===== config.mk =====
export PLATFORM = sky130hd
export DESIGN_NAME = fsm_rx
export DESIGN_NICKNAME = d
export VERILOG_FILES = /design/src/rtl/fsm_rx.sv
export SDC_FILE = /design/constraint.sdc
export NUM_CORES = 1
export LEC_CHECK = 0
export ABC_CLOCK_PERIOD_IN_PS = 2000
export BUFFER_PORTS_ARGS = -buffer_cell sky130_fd_sc_hd__buf_2
export CORE_MARGIN = 2
export CORE_UTILIZATION = 39
export DETAILED_ROUTE_END_ITERATION = 8
export HOLD_SLACK_MARGIN = 0.15
export PLACE_DENSITY = 0.72
export SKIP_CTS_REPAIR_TIMING = 1
export SYNTH_ARGS = -nofsm -noshare
export SYNTH_HDL_FRONTEND = slang
export SYNTH_SLANG_ARGS = --single-unit
export TNS_END_PERCENT = 30

===== constraint.sdc =====
create_clock -name clk -period 2 [get_ports clk]
set_input_delay 0.4 -clock clk [delete_from_list [all_inputs] [get_ports clk]]
set_output_delay 0.4 -clock clk [all_outputs]
set_load 0.05 [all_outputs]

===== src/rtl/fsm_rx.sv =====
`default_nettype none
// ============================================================================
// Module   : fsm_rx
// Purpose  : Moves bytes from the UART receiver into the RX FIFO, pulses the
//            "new data" bit, counts written bytes and flags dropped ones.
// Revision : 1.0
// ============================================================================
module fsm_rx #(
   parameter int DATA_W  = 8,
   parameter int COUNT_W = 8
) (
   input  logic               clk,
   input  logic               rst,
   input  logic               uart_rx_rdy,
   input  logic [DATA_W-1:0]  uart_rx_data,
   input  logic               fifo_rx_full,
   output logic               fifo_rx_wr,
   output logic [DATA_W-1:0]  fifo_rx_din,
   output logic               recibir_bit_set,
   input  logic               overflow_clear,
   input  logic               count_clear,
   output logic               rx_overflow,
   output logic [COUNT_W-1:0] rx_count
);

   typedef enum logic [1:0] {
      IDLE       = 2'd0,
      CHECK_FIFO = 2'd1,
      WRITE_FIFO = 2'd2,
      UPDATE     = 2'd3
   } state_t;

   localparam logic [COUNT_W-1:0] C_COUNT_MAX = {COUNT_W{1'b1}};

   state_t              state_q, state_d;
   logic [DATA_W-1:0]   data_q, data_d;
   logic                pend_valid_q, pend_valid_d;
   logic [DATA_W-1:0]   pend_data_q, pend_data_d;
   logic                wr_q, wr_d;
   logic [DATA_W-1:0]   din_q, din_d;
   logic                set_q, set_d;
   logic                ovf_q, ovf_d;
   logic [COUNT_W-1:0]  count_q, count_d;
   logic                w_ovf_set;
   logic                w_inc;

   always_ff @(posedge clk) begin
      if (rst) begin
         state_q      <= IDLE;
         data_q       <= '0;
         pend_valid_q <= 1'b0;
         pend_data_q  <= '0;
         wr_q         <= 1'b0;
         din_q        <= '0;
         set_q        <= 1'b0;
         ovf_q        <= 1'b0;
         count_q      <= '0;
      end else begin
         state_q      <= state_d;
         data_q       <= data_d;
         pend_valid_q <= pend_valid_d;
         pend_data_q  <= pend_data_d;
         wr_q         <= wr_d;
         din_q        <= din_d;
         set_q        <= set_d;
         ovf_q        <= ovf_d;
         count_q      <= count_d;
      end
   end

   always_comb begin
      state_d      = state_q;
      data_d       = data_q;
      pend_valid_d = pend_valid_q;
      pend_data_d  = pend_data_q;
      wr_d         = 1'b0;
      din_d        = din_q;
      set_d        = 1'b0;
      w_ovf_set    = 1'b0;
      w_inc        = 1'b0;

      case (state_q)
         IDLE: begin
            if (pend_valid_q) begin
               data_d       = pend_data_q;
               pend_valid_d = 1'b0;
               state_d      = CHECK_FIFO;
            end else if (uart_rx_rdy) begin
               data_d  = uart_rx_data;
               state_d = CHECK_FIFO;
            end
         end
         CHECK_FIFO: begin
            if (fifo_rx_full) begin
               w_ovf_set = 1'b1;
               state_d   = IDLE;
            end else begin
               wr_d    = 1'b1;
               din_d   = data_q;
               state_d = WRITE_FIFO;
            end
         end
         WRITE_FIFO: begin
            set_d   = 1'b1;
            state_d = UPDATE;
         end
         UPDATE: begin
            w_inc   = 1'b1;
            state_d = IDLE;
         end
         default: state_d = IDLE;
      endcase

      // In IDLE an arriving byte only needs the pending slot if the slot is
      // being unloaded this cycle; otherwise it went straight to data_reg.
      if (uart_rx_rdy) begin
         if (state_q == IDLE) begin
            if (pend_valid_q) begin
               pend_valid_d = 1'b1;
               pend_data_d  = uart_rx_data;
            end
         end else if (!pend_valid_q) begin
            pend_valid_d = 1'b1;
            pend_data_d  = uart_rx_data;
         end else begin
            w_ovf_set = 1'b1;
         end
      end
   end

   always_comb begin
      ovf_d = ovf_q;
      if (w_ovf_set) begin
         ovf_d = 1'b1;
      end else if (overflow_clear) begin
         ovf_d = 1'b0;
      end
   end

   always_comb begin
      count_d = count_q;
      if (count_clear) begin
         count_d = w_inc ? {{(COUNT_W-1){1'b0}}, 1'b1} : '0;
      end else if (w_inc && (count_q != C_COUNT_MAX)) begin
         count_d = count_q + {{(COUNT_W-1){1'b0}}, 1'b1};
      end
   end

   assign fifo_rx_wr      = wr_q;
   assign fifo_rx_din     = din_q;
   assign recibir_bit_set = set_q;
   assign rx_overflow     = ovf_q;
   assign rx_count        = count_q;

endmodule
`default_nettype wire


* Yosys cells after proc, flatten, opt, wreduce, memory -nomap -nowiden
Cells that the tools add are included.
** Storage, ports and cells
- Register bits after elaboration :: 38
- Latch bits :: 0
- Bits in writable memories :: 0
- ROM bits :: 0
- Bits of input ports :: 14
- Output and inout port bits :: 19
- Word-level logic and storage cells :: 55
- Memories :: 0
** Cells by class
- $add $sub $neg :: 1
- Multiply operators :: 0
- Divide/modulo/power cells :: 0
- Order comparisons :: 0
- Equality and inequality tests :: 7
- Shifts and indexed selects :: 0
- Mux-type cells :: 27
- Bitwise logic cells :: 2
- Reductions and logical operators :: 9
** Operators by type and width (number)
- $mux W8 :: 7
- $mux W1 :: 16
- $add A8 B1 Y8 const B :: 1
- $ne A8 B8 Y1 const B :: 1
- $pmux W2 S4 :: 1
- $mux W2 :: 3
- $reduce_bool A2 Y1 :: 3
- $eq A2 B2 Y1 const B :: 2
- $reduce_and A2 Y1 :: 2
- $ne A3 B3 Y1 const B :: 1
- $reduce_and A3 Y1 :: 1
- $eq A2 B1 Y1 const B :: 1
- $logic_not A2 Y1 :: 1
- $ne A2 B1 Y1 const B :: 1
- $ne A2 B2 Y1 const B :: 1
- $not A1 Y1 :: 2
- $reduce_or A2 Y1 :: 1
- $logic_and A1 B1 Y1 :: 1

* Logic depth before layout (Yosys ltp)
Gate-level depths: netlist (run 1).
- Depth in word-level cells :: 6
- Gate-level depth with buffers :: 8
- Depth with buffers taken out :: 6

* Least setup slack after synthesis (run 1)
Ideal clock, no wire load.
- Path type :: flip-flop to flip-flop
- Start point :: register count_q[0] (netlist: rx_count[0])
- End point :: register count_q[6] (netlist: rx_count[6])
- Setup time :: 0.135 ns
- Arrival :: 1.537 ns
- Required time :: 1.865 ns
- Slack :: 0.328 ns
- Stages on the path, launching flop included :: 6
- Buffers on the path :: 0
- Period minus slack after synthesis :: 1.672 ns
- Cells stage by stage :: dfxtp_1 -> ha_1 -> and3_1 -> nor2b_1 -> and4bb_1 -> nor4_1
** On the way
- Word-level cells in the longest chain between the ends :: 3
- Elaborated cells between the ends (all ways) :: 6
- Those cells by class :: 1 x add/sub; 1 x eq/ne; 2 x mux; 2 x reduce/logical
** Ends and longest elaborated chain
- from (decl) :: line 43 : logic [COUNT_W-1:0] count_q, count_d;
- from (signal assigned) :: line 67 : count_q <= count_d;
- $add A8 B1 Y8 / $ne A8 B8 Y1 (equally long branches) :: line 145, 144
- $mux W8 / $logic_and A1 B1 Y1 (equally long branches) :: line 144 : end else if (w_inc && (count_q != C_COUNT_MAX)) begin
- $mux W8 / $reduce_bool A2 Y1 (equally long branches)
Several ways; a longest one is shown, not always the timed one. The select of a mux whose other input is x is not followed.
A chain may end at the register's enable or synchronous reset.

==> report_table.html, run 1 <==
<table>
<tr><th>Metric</th><th>Value</th></tr>
<tr><th colspan="2">Critical path</th></tr>
<tr><td>Highest-delay cell along the critical path</td><td>ha_1</td></tr>
<tr><td>Data required time of the worst path</td><td>2.22 ns</td></tr>
<tr><td>Setup crit end kind</td><td>flip-flop</td></tr>
<tr><td>Sequence of cells on the critical path</td><td>or2_4, inv_1, ha_1, nand2_1, nand2_1, a21oi_1</td></tr>
<tr><td>Crit-path max cell delay</td><td>0.34 ns</td></tr>
<tr><td>Critical Path Source Type</td><td>flip-flop</td></tr>
<tr><td>Worst EP arrival</td><td>1.80 ns</td></tr>
<tr><td>Top cell by count, worst path</td><td>nand2_1</td></tr>
<tr><td>Critical setup path kind</td><td>reg -&gt; reg</td></tr>
<tr><td>Worst Path Max Fanout</td><td>9</td></tr>
<tr><th colspan="2">Clocking</th></tr>
<tr><td>Maximum root-to-sink buffer count</td><td>2</td></tr>
<tr><td>CTS sink cnt</td><td>38</td></tr>
<tr><td>Clk Latency, worst-skew pair</td><td>between 0.2 and 0.3 ns</td></tr>
<tr><td>Clock transition time at the flip-flop clock pins of the worst setup and hold paths</td><td>around 0.070 ns</td></tr>
<tr><td>Deepest level of the CTS H-tree</td><td>2</td></tr>
<tr><td>TritonCTS clock tree</td><td>done</td></tr>
<tr><td>Number of buffers added by the clock tree synthesis step</td><td>5</td></tr>
<tr><td>Root Buffer Master</td><td>clkbuf_8</td></tr>
<tr><th colspan="2">Timing</th></tr>
<tr><td>Post-route minimum period</td><td>approximately 1.6 ns</td></tr>
<tr><td>Slew HR</td><td>0.640</td></tr>
<tr><td>Setup repair after global routing missed its margin</td><td>false</td></tr>
<tr><td>Setup_tns</td><td>0 ns</td></tr>
<tr><td>Finish-stage setup viols</td><td>0</td></tr>
<tr><td>Setup WS post-layout</td><td>0.414 ns</td></tr>
<tr><td>Max-slew violation count</td><td>0</td></tr>
<tr><td>Fmax achieved</td><td>~630 MHz</td></tr>
<tr><td>Worst Clk Skew</td><td>roughly 0.0062 ns</td></tr>
<tr><td>Worst-margin pin slew</td><td>0.537 ns</td></tr>
<tr><td>Number of hold violations in the final report</td><td>0</td></tr>
<tr><td>Final period utilization</td><td>0.793</td></tr>
<tr><th colspan="2">Route</th></tr>
<tr><td>DRT antenna net count</td><td>0</td></tr>
<tr><td>Number of vias per cell</td><td>4.98</td></tr>
<tr><td>Total length of routed wires</td><td>3.19 mm</td></tr>
<tr><td>Wirelength per Cell</td><td>12.3 um</td></tr>
<tr><td>Number of DRC markers in iteration 0</td><td>57</td></tr>
<tr><td>Total number of vias</td><td>roughly 1300</td></tr>
<tr><td>Remaining design rule violation count</td><td>0</td></tr>
<tr><td>Router iterations before antenna repair</td><td>4</td></tr>
<tr><th colspan="2">Synth</th></tr>
<tr><td>Synthesized netlist net count</td><td>approximately 190</td></tr>
<tr><td>Synthesis warning total</td><td>0</td></tr>
<tr><td>Count of cell types in the netlist</td><td>39</td></tr>
<tr><td>Part of the Yosys area used for sequential elements</td><td>0.463</td></tr>
<tr><td>Async set-or-reset flop fraction in the synthesized netlist</td><td>0</td></tr>
<tr><td>Area of the mapped netlist</td><td>1640 um2</td></tr>
<tr><td>Post-synthesis sequential element count</td><td>38</td></tr>
<tr><td>Average footprint of a synthesized cell</td><td>9.39 um2</td></tr>
<tr><td>Number of enable flip-flop cells after synthesis</td><td>0</td></tr>
<tr><td>Most used flip-flop cell after synthesis</td><td>dfxtp_1</td></tr>
<tr><td>Post-synthesis cell count</td><td>175</td></tr>
<tr><th colspan="2">Power</th></tr>
<tr><td>Power density over cell area</td><td>822 nW/um2</td></tr>
<tr><td>Peak ir drop on the vdd network</td><td>0.323 mV</td></tr>
<tr><td>LEAKAGE</td><td>0.826 nW</td></tr>
<tr><th colspan="2">Placement</th></tr>
<tr><td>Routability Congestion</td><td>around 0.86</td></tr>
<tr><td>DPL Wire Length</td><td>2.28 mm</td></tr>
<tr><td>Number of buffers inserted by port buffering</td><td>32</td></tr>
<tr><td>Total instance count after detailed placement</td><td>roughly 250</td></tr>
<tr><td>Worst slack at placement</td><td>0.431 ns</td></tr>
<tr><th colspan="2">Floorplan</th></tr>
<tr><td>Die height</td><td>just under 70 um</td></tr>
<tr><td>Die footprint</td><td>4750 um2</td></tr>
<tr><td>Total I/O pin count</td><td>33</td></tr>
<tr><td>Core Area</td><td>approximately 4000 um2</td></tr>
<tr><td>Effective utilization at floorplan</td><td>0.408</td></tr>
<tr><td>Row count</td><td>23</td></tr>
<tr><td>Die Wd</td><td>68.9 um</td></tr>
<tr><th colspan="2">Hold path</th></tr>
<tr><td>Tightest Hold Check Type</td><td>in -&gt; reg</td></tr>
<tr><th colspan="2">Final layout</th></tr>
<tr><td>Count of inserted antenna diode cells</td><td>0</td></tr>
<tr><td>Post-route insts no fill</td><td>259</td></tr>
<tr><td>Final layout net count</td><td>approximately 230</td></tr>
<tr><td>Commonest non-fill, non-tap cells in the layout</td><td>dfxtp_1, buf_2, nor2_1</td></tr>
<tr><td>Layout cell share with drive strength beyond 1</td><td>0.254</td></tr>
<tr><td>Most common cell after layout, fill and taps aside</td><td>dfxtp_1</td></tr>
<tr><td>Filler cell count in the final layout</td><td>between 400 and 500</td></tr>
<tr><td>Layout overhead on the synthesized area</td><td>17.3%</td></tr>
<tr><th colspan="2">Run</th></tr>
<tr><td>Count of max-cap constraint violations</td><td>0</td></tr>
<tr><th colspan="2">Global routing</th></tr>
<tr><td>First-pass GRT wire length</td><td>about 5.2 mm</td></tr>
<tr><td>Gr ovfl total</td><td>0</td></tr>
<tr><td>All-Layer GR Usage</td><td>0.151</td></tr>
<tr><td>Maximum number of pins on one net before global-route repair</td><td>20</td></tr>
<tr><td>Antenna violations before repair</td><td>0</td></tr>
<tr><td>Via count of the first global-routing pass</td><td>approximately 1200</td></tr>
<tr><th colspan="2">Run status</th></tr>
<tr><td>Result of the run</td><td>finished clean</td></tr>
</table>
==> worst max-delay path, delay by kind of cell, from the launching register on <==
family	cells	cell delay [ns]
fa+ha+maj	1	0.34
compound gates	1	0.15
flops	1	0.32
simple gates	3	0.63
buf+inv	1	0.09
==> worst paths after layout <==
path              slack (ns)                        start                     endpoint  cells after the start
setup reg to reg        0.41                    flip-flop  pend_data_q[4]$_SDFFE_PP0P_                      6
hold reg to reg         0.46  pend_data_q[6]$_SDFFE_PP0P_  pend_data_q[6]$_SDFFE_PP0P_                      2
hold / removal          0.37              uart_rx_data[5]  pend_data_q[5]$_SDFFE_PP0P_                      3
setup / recovery        0.41                    flip-flop  pend_data_q[4]$_SDFFE_PP0P_                      6
==> power by group <==
part           internal [W]  total (W)  switching, W
registers          0.000799   0.000820     0.0000211
clock network      0.000277   0.000537      0.000260
logic             0.0000859   0.000227      0.000141
==> synth_stat cells, types with 2 or more instances <==
master	instances	area share
o21bai_1	2	0.0091
a31oi_1	3	0.011
dfxtp_1	38	0.46
ha_1	3	0.023
nor2_1	20	0.046
a21oi_1	11	0.034
or2_2	2	0.0076
a211oi_2	2	0.015
o21ai_0	2	0.0061
nand2_1	14	0.032
clkbuf_1	5	0.011
buf_2	2	0.0061
nand3_1	11	0.034
nor2_2	2	0.0076
a211oi_1	6	0.027
inv_1	6	0.014
nand4_1	2	0.0076
or3_1	2	0.0076
nor3_1	4	0.012
mux2i_1	19	0.12
==> sequential cells by signal, indices dropped and copies added, names as in the netlist, named ones only <==
register         count
recibir_bit_set      1
pend_valid_q         1
fifo_rx_din          8
fifo_rx_wr           1
data_q               8
rx_count             8
state_q              1
pend_data_q          8
rx_overflow          1
==> stage by stage <==
stage / total power [W] / area [um2] / util / hold WS, ns
after floorplan: 0.00102 / 1640 / - / 0.436
after global placement: 0.00106 / 1830 / 0.455 / 0.441
after detailed placement: 0.00107 / 1830 / 0.455 / 0.448
after CTS: 0.00161 / 1930 / 0.478 / 0.358
after global routing: 0.00167 / 1930 / 0.478 / 0.365
final: 0.00158 / 1930 / 0.478 / 0.367
==> layout make-up <==
cell class | count | area (um2) | area share
clock inverters | 2 | 12.5 | 0.00649
multi-input cells | 121 | 796 | 0.413
flip-flops and latches | 38 | 761 | 0.395
repair buffers | 36 | 190 | 0.0987
inverters | 6 | 22.5 | 0.0117
well taps | 50 | 62.6 | 0.0325
clock buffers | 6 | 82.6 | 0.0429
==> cells by family (layout without fill, tap and decap cells) <==
group,count (synthesis),after routing,synth area share
simple gates,69,69,0.222
flops,38,38,0.463
compound gates,30,30,0.124
mux,19,19,0.116
buf+inv,16,50,0.0525
fa+ha+maj,3,3,0.0229
==> per-layer routing <==
layer / wire length [um] / track usage / up-vias
met2: 1330 / 0.220 / 28
met5: 0 / 0 / -
met4: 67 / 0.0809 / 0
met1: 1630 / 0.199 / 570
li1: - / - / 684
met3: 160 / 0.0487 / 7
Note: power is estimated with default switching activity, not from simulation.
==> run 2, diff against run 1 <==
--- a/config.mk
+++ b/config.mk
@@ -5,7 +5,7 @@
 export SDC_FILE = /design/constraint.sdc
 export NUM_CORES = 1
 export LEC_CHECK = 0
-export ABC_CLOCK_PERIOD_IN_PS = 2000
+export ABC_CLOCK_PERIOD_IN_PS = 1600
 export BUFFER_PORTS_ARGS = -buffer_cell sky130_fd_sc_hd__buf_2
 export CORE_MARGIN = 2
 export CORE_UTILIZATION = 39
==> constraint.sdc (replaced) <==
create_clock -name clk -period 1.6 [get_ports clk]
set_input_delay 0.32 -clock clk [delete_from_list [all_inputs] [get_ports clk]]
set_output_delay 0.32 -clock clk [all_outputs]
set_load 0.05 [all_outputs]
==> run 2 against run 1 <==
Die area unchanged. Combinational power rose by 28%. Critical path type unchanged. Via count decreased by 1.3%. Hold slack lost 0.089 ns. Final cell count is 1.2% higher. Non-clock buffer count is 3 higher. Sequential power grew 26%. Clock-buffer cell count did not move.
==> report_table.html, run 2 (synthesis results as in run 1) <==
<table>
<tr><th>Metric</th><th>Value</th></tr>
<tr><th colspan="2">Run status</th></tr>
<tr><td>Result of the run</td><td>finished clean</td></tr>
<tr><th colspan="2">Clocking</th></tr>
<tr><td>Deepest level of the CTS H-tree</td><td>2</td></tr>
<tr><td>Number of buffers added by the clock tree synthesis step</td><td>5</td></tr>
<tr><td>TritonCTS clock tree</td><td>done</td></tr>
<tr><td>Clock transition time at the flip-flop clock pins of the worst setup and hold paths</td><td>0.07 ns</td></tr>
<tr><td>Clk Latency, worst-skew pair</td><td>0.28 ns</td></tr>
<tr><td>CTS sink cnt</td><td>38</td></tr>
<tr><td>Maximum root-to-sink buffer count</td><td>2</td></tr>
<tr><td>Root Buffer Master</td><td>clkbuf_8</td></tr>
<tr><th colspan="2">Power</th></tr>
<tr><td>Combinational share of power</td><td>0.126</td></tr>
<tr><td>Peak ir drop on the vdd network</td><td>0.428 mV</td></tr>
<tr><td>Psw</td><td>0.000533 W</td></tr>
<tr><td>Sequential Power Share</td><td>0.446</td></tr>
<tr><td>Switching fraction of total power</td><td>0.231</td></tr>
<tr><td>Internal power of the cells</td><td>0.00178 W</td></tr>
<tr><td>Power density over cell area</td><td>1160 nW/um2</td></tr>
<tr><td>Relative contribution of the clock network to total power</td><td>0.429</td></tr>
<tr><td>LEAKAGE</td><td>0.868 nW</td></tr>
<tr><th colspan="2">Floorplan</th></tr>
<tr><td>Die Wd</td><td>slightly below 70 um</td></tr>
<tr><td>Effective utilization at floorplan</td><td>0.408</td></tr>
<tr><td>Die footprint</td><td>4750 um2</td></tr>
<tr><td>Total I/O pin count</td><td>33</td></tr>
<tr><td>Row count</td><td>23</td></tr>
<tr><td>Core Area</td><td>slightly above 4000 um2</td></tr>
<tr><td>Die height</td><td>68.9 um</td></tr>
<tr><th colspan="2">Timing</th></tr>
<tr><td>Setup repair after global routing missed its margin</td><td>false</td></tr>
<tr><td>Post-route minimum period</td><td>1.43 ns</td></tr>
<tr><td>Finish-stage setup viols</td><td>0</td></tr>
<tr><td>Max-slew violation count</td><td>0</td></tr>
<tr><td>Setup_tns</td><td>0 ns</td></tr>
<tr><td>Final worst hold slack</td><td>0.278 ns</td></tr>
<tr><td>Number of hold violations in the final report</td><td>0</td></tr>
<tr><td>Fmax achieved</td><td>700 MHz</td></tr>
<tr><td>Worst Clk Skew</td><td>0.00295 ns</td></tr>
<tr><td>Slew HR</td><td>0.761</td></tr>
<tr><td>Worst-margin pin slew</td><td>0.354 ns</td></tr>
<tr><td>Final period utilization</td><td>0.893</td></tr>
<tr><th colspan="2">Final layout</th></tr>
<tr><td>Multi-input logic area</td><td>798 um2</td></tr>
<tr><td>Design area</td><td>2000 um2</td></tr>
<tr><td>Utilization after layout</td><td>0.497</td></tr>
<tr><td>Register cell area after layout</td><td>763 um2</td></tr>
<tr><td>Commonest non-fill, non-tap cells in the layout</td><td>dfxtp_1, buf_2, nor2_1</td></tr>
<tr><td>Count of inserted antenna diode cells</td><td>0</td></tr>
<tr><td>Most common cell after layout, fill and taps aside</td><td>dfxtp_1</td></tr>
<tr><td>Layout cell share with drive strength beyond 1</td><td>0.278</td></tr>
<tr><td>Final layout net count</td><td>228</td></tr>
<tr><td>Filler cell count in the final layout</td><td>about 390</td></tr>
<tr><td>Layout overhead on the synthesized area</td><td>21.9%</td></tr>
<tr><th colspan="2">Global routing</th></tr>
<tr><td>Maximum number of pins on one net before global-route repair</td><td>27</td></tr>
<tr><td>Gr ovfl total</td><td>0</td></tr>
<tr><td>Via count of the first global-routing pass</td><td>1183</td></tr>
<tr><td>Antenna violations before repair</td><td>0</td></tr>
<tr><td>First-pass GRT wire length</td><td>about 5.4 mm</td></tr>
<tr><td>All-Layer GR Usage</td><td>0.155</td></tr>
<tr><th colspan="2">Hold path</th></tr>
<tr><td>Tightest Hold Check Type</td><td>in -&gt; reg</td></tr>
<tr><th colspan="2">Route</th></tr>
<tr><td>DRT antenna net count</td><td>0</td></tr>
<tr><td>Remaining design rule violation count</td><td>0</td></tr>
<tr><td>Total length of routed wires</td><td>around 3.2 mm</td></tr>
<tr><td>Router iterations before antenna repair</td><td>4</td></tr>
<tr><td>Wirelength per Cell</td><td>12.2 um</td></tr>
<tr><td>Number of vias per cell</td><td>4.85</td></tr>
<tr><td>Total number of vias</td><td>1272</td></tr>
<tr><td>Number of DRC markers in iteration 0</td><td>73</td></tr>
<tr><th colspan="2">Placement</th></tr>
<tr><td>Number of buffers inserted by port buffering</td><td>32</td></tr>
<tr><td>DPL Wire Length</td><td>approximately 2.4 mm</td></tr>
<tr><td>Routability Congestion</td><td>approximately 0.84</td></tr>
<tr><td>Total placed instance area</td><td>1860 um2</td></tr>
<tr><th colspan="2">Critical path</th></tr>
<tr><td>Worst EP arrival</td><td>~1.6 ns</td></tr>
<tr><td>Worst Path Max Fanout</td><td>5</td></tr>
<tr><td>Setup crit end kind</td><td>flip-flop</td></tr>
<tr><td>Worst Reg-to-Reg Cells</td><td>5</td></tr>
<tr><td>Crit. Startpoint</td><td>rx_count[0]$_SDFFE_PP0P_</td></tr>
<tr><td>Critical setup path kind</td><td>reg -&gt; reg</td></tr>
<tr><td>Register-to-register setup slack</td><td>approximately 0.17 ns</td></tr>
<tr><td>Worst setup endpoint</td><td>rx_count[6]$_SDFFE_PP0P_</td></tr>
<tr><td>Data required time of the worst path</td><td>around 1.8 ns</td></tr>
<tr><td>R2r startpoint</td><td>rx_count[0]$_SDFFE_PP0P_</td></tr>
<tr><td>Critical Path Source Type</td><td>flip-flop</td></tr>
<tr><td>Capture instance of the worst register-to-register path</td><td>rx_count[6]$_SDFFE_PP0P_</td></tr>
<tr><th colspan="2">Run</th></tr>
<tr><td>Count of max-cap constraint violations</td><td>0</td></tr>
</table>
==> run 2: worst min path at each step <==
stage | end | cells after the start | slack, ns | from
detailed placement | pend_data_q[0]$_SDFFE_PP0P_ | 2 | 0.45 | pend_data_q[0]$_SDFFE_PP0P_
floorplan | rx_count[1]$_SDFFE_PP0P_ | 1 | 0.39 | count_clear
finish | rx_count[1]$_SDFFE_PP0P_ | 2 | 0.28 | count_clear
global placement | pend_data_q[7]$_SDFFE_PP0P_ | 2 | 0.44 | pend_data_q[7]$_SDFFE_PP0P_
CTS | rx_count[1]$_SDFFE_PP0P_ | 2 | 0.27 | count_clear
global route | pend_data_q[3]$_SDFFE_PP0P_ | 3 | 0.28 | uart_rx_data[3]
==> run 2: per-stage QoR <==
step                      power, W  setup slack (ns)  instances
after floorplan            0.00127            0.0424        175
after global placement     0.00134             0.178        254
after detailed placement   0.00134             0.109        254
after CTS                  0.00235            0.0885        262
after global routing       0.00242            0.0270        262
final                      0.00231             0.171        262
==> run 2: final cells by class <==
type                    instances  share of cell area
multi-input cells             121               0.399
clock buffers                   6              0.0413
inverters                       6              0.0113
clock inverters                 2              0.0300
flip-flops and latches         38               0.381
repair buffers                 39               0.106
well taps                      50              0.0313
==> run 2: worst max-delay path, stage by stage (launching register included) <==
cell,delay (ns)
dfxtp_2,0.34
ha_1,0.23
and3_1,0.21
nor2b_1,0.16
and4bb_1,0.19
nor4_1,0.20
==> run 2: power by group through the flow <==
stage                     Sequential (W)  Combinational (W)  Clock (W)
after floorplan                  0.00108           0.000198          0
after CTS                        0.00103           0.000292    0.00103
after global placement           0.00105           0.000286          0
after detailed placement         0.00105           0.000290          0
final                            0.00103           0.000290   0.000991
after global routing             0.00104           0.000325    0.00106
==> run 2: layer usage <==
layer / GRT usage / part of all wire / vias up
li1: - / - / 684
met1: 0.222 / 0.50 / 564
met2: 0.221 / 0.45 / 22
met3: 0.0487 / 0.042 / 2
met4: 0.0515 / 0.0063 / 0
met5: 0 / 0 / -
